`config.mk`:
```
export PLATFORM = sky130hd
export DESIGN_NAME = hazard_flush_ctrl
export DESIGN_NICKNAME = d
export VERILOG_FILES = /design/src/rtl/hazard_flush_ctrl.sv
export SDC_FILE = /design/constraint.sdc
export NUM_CORES = 1
export LEC_CHECK = 0
export CORE_AREA = 2 2 106 57
export CTS_CLUSTER_SIZE = 8
export DETAILED_ROUTE_END_ITERATION = 12
export DIE_AREA = 0 0 108 59
export DONT_BUFFER_PORTS = 1
export SYNTH_ARGS = -nofsm -noshare
export SYNTH_HDL_FRONTEND = slang
export SYNTH_SLANG_ARGS = --single-unit
```
`constraint.sdc`:
```
create_clock -name clk -period 2.4 [get_ports clk]
set_input_delay 0.6 -clock clk [delete_from_list [all_inputs] [get_ports clk]]
set_output_delay 0.6 -clock clk [all_outputs]
set_load 0.01 [all_outputs]
```
`src/rtl/hazard_flush_ctrl.sv`:
```
// Pipeline sequencer: load-use bubble insertion and taken-branch flush, with event counters.
// Latency: hazard responses are combinational (same cycle); state and counters update one edge later.
// Backpressure: hold freezes the whole pipeline; no enables, no flush, no state or counter change.
module hazard_flush_ctrl #(
   parameter int REG_AW = 5,
   parameter int CNT_W  = 16
) (
   input  logic              clk,
   input  logic              rst,
   input  logic              hold,
   input  logic [REG_AW-1:0] id_rs1,
   input  logic [REG_AW-1:0] id_rs2,
   input  logic              id_uses_rs2,
   input  logic              ex_memread,
   input  logic [REG_AW-1:0] ex_rd,
   input  logic              mem_branch,
   input  logic              mem_zero,
   output logic              pc_write,
   output logic              ifid_write,
   output logic              idex_bubble,
   output logic              flush,
   output logic              pc_sel,
   output logic [1:0]        state,
   output logic [CNT_W-1:0]  stall_count,
   output logic [CNT_W-1:0]  flush_count
);

   typedef enum logic [1:0] {
      RUN     = 2'd0,
      STALL   = 2'd1,
      FLUSH   = 2'd2,
      ILLEGAL = 2'd3
   } state_t;

   localparam logic [CNT_W-1:0] CNT_MAX = '1;

   state_t cur_state;
   state_t nxt_state;
   logic   taken;
   logic   lu;
   logic   stall;
   logic   rd_match;

   assign state = cur_state;

   // Hazard terms; the FLUSH cycle masks the branch check because the stages hold squashed work,
   // and only RUN may raise a load-use bubble (STALL already holds one in ID/EX).
   always_comb begin
      rd_match = (ex_rd == id_rs1) | (id_uses_rs2 & (ex_rd == id_rs2));
      taken    = mem_branch & mem_zero & ~hold & (cur_state != FLUSH);
      lu       = ex_memread & (ex_rd != '0) & rd_match & ~hold & (cur_state == RUN);
      stall    = lu & ~taken;
   end

   // Pipeline control outputs, all quiet while reset is asserted.
   always_comb begin
      pc_write    = 1'b0;
      ifid_write  = 1'b0;
      idex_bubble = 1'b0;
      flush       = 1'b0;
      pc_sel      = 1'b0;
      if (!rst) begin
         pc_write    = ~hold & ~stall;
         ifid_write  = ~hold & ~stall;
         idex_bubble = stall;
         flush       = taken;
         pc_sel      = taken;
      end
   end

   // Next-state logic; branch beats load-use, and the unused encoding always returns to RUN.
   always_comb begin
      nxt_state = cur_state;
      case (cur_state)
         RUN: begin
            if (!hold) begin
               if (taken)      nxt_state = FLUSH;
               else if (stall) nxt_state = STALL;
               else            nxt_state = RUN;
            end
         end
         STALL: begin
            if (!hold) nxt_state = taken ? FLUSH : RUN;
         end
         FLUSH: begin
            if (!hold) nxt_state = RUN;
         end
         default: nxt_state = RUN;
      endcase
   end

   // State register.
   always_ff @(posedge clk) begin
      if (rst) cur_state <= RUN;
      else     cur_state <= nxt_state;
   end

   // Saturating event counters; stall/taken are already zero under hold.
   always_ff @(posedge clk) begin
      if (rst) begin
         stall_count <= '0;
         flush_count <= '0;
      end else begin
         if (stall && stall_count != CNT_MAX) stall_count <= stall_count + 1'b1;
         if (taken && flush_count != CNT_MAX) flush_count <= flush_count + 1'b1;
      end
   end

endmodule

```
==> impl_metrics.tcl, run 1 <==
set metrics [dict create \
    via_per_inst 5.14 \
    grt_start_max_net_pins 39 \
    gp_congestion 0.790 \
    max-cap-violations 0 \
    fin_setup_tns_ns 0 \
    antenna_found_initial 0 \
    final_cells 296 \
    powerDensity_nw_per_um2 535 \
    grt_pass1_wl_um 6770 \
    ant_nets 0 \
    hold_path_class "primary input to flip-flop" \
    overflow 0 \
    netlist_instances 211 \
    max_stage_delay_ns 0.52 \
    drtIter0Drc 36 \
    synth-main-ff-cell "dfxtp_1" \
    vias 1521 \
    timing.fmax_mhz 421 \
    wl_per_cell_um 14.1 \
    critPathKind "primary input to output pin" \
    placed_cells 287 \
    clockPowerShare_pct 44.1 \
    worst_ir_drop_vdd_mv 0.257 \
    drt-total-wl_um 4170 \
    nets 246 \
    grtUsageTotal_pct 13.5 \
    drc 0 \
    area_growth_syn_to_layout_pct 14.7 \
    required_ns 1.80 \
    antenna_cells 0 \
    nFillCells 547 \
    synth-seq-area-share_pct 37.3 \
    multi_input_area_um2 1100 \
    firstDrtPassIters 4 \
    synth_cell_types 48 \
    fp-row-count 19 \
    critPathSlowestCell "or4_4" \
    synth_edf_count 0 \
    cts_buffers 5 \
    rsz0062_at_grt "yes" \
    dieWidth_um 108 \
    crit_fanout 3 \
    htreeDepth 2 \
    status "completed" \
    p_seq_share_pct 51.2 \
    start_util_pct 34.1 \
    holdWs_ns 0.382 \
    worst_pin_slew_ns 0.482 \
    postSynthAreaPerCell_um2 8.65 \
    total_power_mw 1.12 \
    clk_path_buf_depth 2 \
    finalHoldViolCount 0 \
    drive_gt1_share_pct 15.7 \
    port_buffers 0 \
    relSlewSlack_pct 67.6 \
    worstPathArrival_ns 1.77 \
    root_buffer "clkbuf_8" \
    cts.clk_slew.worst_paths_ns 0.07 \
    path_cells "or4_4 > o211ai_2 > nand2b_4 > nor3b_4" \
    die_area_um2 6370 \
    cts_tree "done" \
    dpl.hpwl_um 3120 \
    pwr-share-comb_pct 4.8 \
    end_kind "output pin" \
    core_area_um2 5350 \
    insertion_delay_ns 0.28 \
    finalSetupViolCount 0 \
    die_h_um 59 \
    seq_area_um2 681 \
    ys_async_sr_fraction_pct 0 \
    period_share_pct 98.9 \
    skew_ns 0.00860 \
    syn_area_um2 1820 \
    finalCriticalPeriod_ns 2.37 \
    ios 61 \
    finalMaxSlewViolations 0 \
    cp-start-kind "primary input" \
    switching_share_pct 20.8 \
    power_leakage_nw 0.718 \
    ys_ff_latch 34 \
    cts_hold_buf 0 \
    intPower_mw 0.887 \
    syn_nets 235 \
    p_switching_mw 0.233 \
    yosysWarnings 0 \
    grt_pass1_vias 1432 \
    clock_sinks 34 \
]
[per-layer routing]
layer | GRT usage, % | vias to the layer above | routed length, um
li1 | - | 765 | -
met1 | 15.9 | 716 | 1750
met2 | 23.5 | 38 | 2120
met3 | 5.05 | 2 | 275
met4 | 3.30 | 0 | 27
met5 | 0 | - | 0
[worst paths after layout]
path	slack, ns	startpoint	end	cells after the start
hold reg to reg	0.56	flush_count[14]	flush_count[14]	2
hold / removal	0.38	rst	stall_count[10]	1
setup reg to reg	0.28	state[1]	stall_count[15]	8
setup / recovery	0.03	ex_rd[0]	pc_write	4
[cell usage after synthesis, types with 2 or more instances]
cell type / number / area share [%]
and3_1: 5 / 1.7
dfxtp_1: 34 / 37
nand4_1: 13 / 4.5
or3_1: 3 / 1.0
a21o_1: 2 / 0.82
nor3_1: 4 / 1.1
clkbuf_1: 3 / 0.62
buf_4: 2 / 0.82
nor2_1: 30 / 6.2
xor2_1: 11 / 5.3
mux2i_1: 2 / 1.1
ha_1: 2 / 1.4
nand3_1: 13 / 3.6
nand2_1: 10 / 2.1
o21ai_0: 2 / 0.55
inv_1: 9 / 1.9
and4_1: 4 / 1.9
xnor2_1: 17 / 8.2
a211oi_1: 3 / 1.2
a21oi_1: 11 / 3.0
nor2b_1: 4 / 1.4
[power groups by stage]
stage / Sequential [mW] / Clock, mW / Combinational (mW)
after floorplan: 0.585 / 0 / 0.0530
after global placement: 0.586 / 0 / 0.0508
after detailed placement: 0.586 / 0 / 0.0520
after CTS: 0.573 / 0.515 / 0.0521
after global routing: 0.573 / 0.544 / 0.0584
final: 0.573 / 0.493 / 0.0533
[layout make-up]
| class | instances | share of cell area [%] |
|---|---|---|
| Sequential cell | 34 | 32.5 |
| Clock buffer | 8 | 5.26 |
| Multi-Input combinational cell | 162 | 52.7 |
| Inverter | 9 | 1.61 |
| Timing Repair Buffer | 10 | 3.59 |
| Tap cell | 73 | 4.36 |
[cells by family after synthesis]
| group | Yosys count | synth area share (%) |
|---|---|---|
| AOI/OAI and AO/OA | 26 | 10.6 |
| xor gates and xnor gates | 28 | 13.4 |
| adders and majority gates | 2 | 1.37 |
| buffers and inverters | 15 | 3.50 |
| DFF | 34 | 37.3 |
| muxes | 3 | 1.92 |
| and+or+nand+nor | 103 | 31.9 |
[stage by stage]
step,setup slack [ns],utilization [%],instance area (um^2)
2_1_floorplan,-0.104,-,1840
3_3_place_gp,0.0129,36.9,1970
3_5_place_dp,0.0103,36.9,1970
4_1_cts,0.0103,38.9,2080
5_1_grt,-0.0214,39.1,2090
6_report,0.0268,39.1,2090
[flip-flops by register name (all words and copies together), names as in the netlist]
| signal | flops |
|---|---|
| state | 2 |
| flush_count | 16 |
| stall_count | 16 |
[placed cells by master, fill, tap and decap left out, types with 2 or more instances in the layout]
| cell | instances |
|---|---|
| o21ai_0 | 2 |
| and3_1 | 5 |
| nand2_1 | 10 |
| nand4_1 | 13 |
| nand3_1 | 13 |
| mux2i_1 | 2 |
| clkbuf_8 | 8 |
| xor2_1 | 11 |
| nor2_1 | 30 |
| a21oi_1 | 11 |
| a211oi_1 | 3 |
| nor2b_1 | 4 |
| a21o_1 | 2 |
| or4_4 | 2 |
| nor3_1 | 4 |
| dfxtp_1 | 34 |
| buf_4 | 10 |
| and4_1 | 4 |
| inv_1 | 9 |
| ha_1 | 2 |
| xnor2_1 | 17 |
| or3_1 | 3 |
[timing repair]
action	4_1_cts	5_1_grt
endpoints found under the setup margin	0	2
gates resized for setup	0	1
buffers inserted	0	1
[worst max-delay path, delay by kind of cell]
family           cells  cell delay (ns)
AND/OR/NAND/NOR      3             0.98
AO/OA/AOI/OAI        1             0.20
Power figures use the tool's default switching activity.
==> run 2: changes to the inputs <==
Clock period 2.4 ns to 2.8 ns, I/O delays scaled along.
==> run 2 against run 1 <==
  * Wire length down 2.6%
  * Die area unchanged
  * Clock skew down 0.00086 ns
  * Sequential power down 14%
  * Register-to-register slack better by 0.36 ns
  * Final area down 4.3%
  * Sequential share of layout area up 1.5 points
  * Core utilization down 1.7 points
  * Non-clock buffer count down 6
  * Clock power down 27%
  * First-iteration DRC count down 5.6%
  * Highest routed layer unchanged
==> impl_metrics.tcl, run 2 (synthesis gave the netlist of run 1 again) <==
set metrics [dict create \
    rr_worst_depth 7 \
    r2r-start "stall_count[0]" \
    timing.rr.end "stall_count[15]" \
    ios 61 \
    crit_fanout 3 \
    drtIter0Drc 34 \
    finalHoldViolCount 0 \
    core_area_um2 5350 \
    timing.fmax_mhz 389 \
    worstPathArrival_ns 1.87 \
    startpoint "ex_rd[0]" \
    antenna_found_initial 0 \
    hold_path_class "primary input to flip-flop" \
    htreeDepth 2 \
    grtUsageTotal_pct 13.3 \
    finalMaxSlewViolations 0 \
    period_share_pct 91.8 \
    port_buffers 0 \
    start_util_pct 34.1 \
    die_area_um2 6370 \
    cts_buffers 5 \
    grt_busiest_layer "met2" \
    critPathKind "primary input to output pin" \
    ant_nets 0 \
    layout_common_cells "dfxtp_1, nor2_1, xnor2_1" \
    end_kind "output pin" \
    worst_ir_drop_vdd_mv 0.191 \
    drt-total-wl_um 4070 \
    gr-usage-met1_pct 15.8 \
    relSlewSlack_pct 65.8 \
    cp-start-kind "primary input" \
    post_cts_resized 0 \
    nets 240 \
    overflow 0 \
    area_growth_syn_to_layout_pct 9.81 \
    use_met3_pct 4.07 \
    nFillCells 560 \
    drc 0 \
    regToRegSetupSlack_ns 0.64 \
    finalSetupViolCount 0 \
    grt_pass1_wl_um 6730 \
    skew_ns 0.00774 \
    gp_congestion 0.716 \
    required_ns 2.10 \
    powerDensity_nw_per_um2 446 \
    rsz0062_at_grt "no" \
    fin_setup_tns_ns 0 \
    dpl.hpwl_um 3040 \
    worstHoldPathCells 1 \
    root_buffer "clkbuf_8" \
    wl_per_cell_um 14.1 \
    finalCriticalPeriod_ns 2.57 \
    min_from "rst" \
    grt_start_max_net_pins 39 \
    cts_hold_buf 0 \
    vias 1494 \
    power_leakage_nw 0.660 \
    holdPathEnd "stall_count[12]" \
    cts_setup_buffers 0 \
    drive_gt1_share_pct 11.6 \
    dieWidth_um 108 \
    fin_util_pct 37.5 \
    insertion_delay_ns 0.28 \
    die_h_um 59 \
    clock_sinks 34 \
    via_per_inst 5.19 \
    worst_pin_slew_ns 0.509 \
    status "completed" \
    max-cap-violations 0 \
    antenna_cells 0 \
    clk_path_buf_depth 2 \
    cts_tree "done" \
    fp-row-count 19 \
    grt_pass1_vias 1448 \
    firstDrtPassIters 4 \
    layout.cells.most_common "dfxtp_1" \
    met2_usage_pct 23.4 \
    cts.clk_slew.worst_paths_ns 0.07 \
]
## run 2: final cells by class
type | count | area, um^2 | share of cell area, %
multi-input cells | 162 | 1080 | 54.2
repair buffers | 4 | 30.0 | 1.50
well taps | 73 | 91.3 | 4.56
flip-flops and latches | 34 | 681 | 34.0
inverters | 9 | 33.8 | 1.69
clock buffers | 6 | 82.6 | 4.12
## run 2: worst max-delay path by stage
stage | cells after the start | endpoint | slack (ns)
detailed placement | 5 | ifid_write | 0.23
finish | 5 | ifid_write | 0.23
floorplan | 5 | pc_write | 0.04
global placement | 5 | ifid_write | 0.26
global route | 5 | ifid_write | 0.17
CTS | 5 | ifid_write | 0.23
## run 2: metal layers
metal | share of wire (%) | wire length [um]
met1 | 44 | 1790
met5 | 0 | 0
met4 | 1.3 | 53
met2 | 50 | 2040
met3 | 4.4 | 177
## run 2: stage by stage
stage / std cells / instance area [um^2] / power [mW] / hold WS, ns / setup slack [ns]
after floorplan: 211 / 1830 / 0.545 / 0.513 / 0.0445
after global placement: 282 / 1920 / 0.545 / 0.543 / 0.262
after detailed placement: 282 / 1920 / 0.546 / 0.546 / 0.233
after CTS: 288 / 2000 / 0.902 / 0.474 / 0.231
after global routing: 288 / 2000 / 0.928 / 0.467 / 0.168
final: 288 / 2000 / 0.894 / 0.479 / 0.230
## run 2: power by group
group	leakage (nW)	switching, mW	internal (mW)
sequential	0.274	0.00501	0.486
clock	0.0431	0.169	0.190
combinational	0.343	0.0193	0.0243
total	0.660	0.194	0.700
## run 2: critical path, cell delays in order
cell,delay [ns]
or4_1,0.53
o211ai_2,0.17
nand2b_1,0.14
nor3b_2,0.16
buf_4,0.16
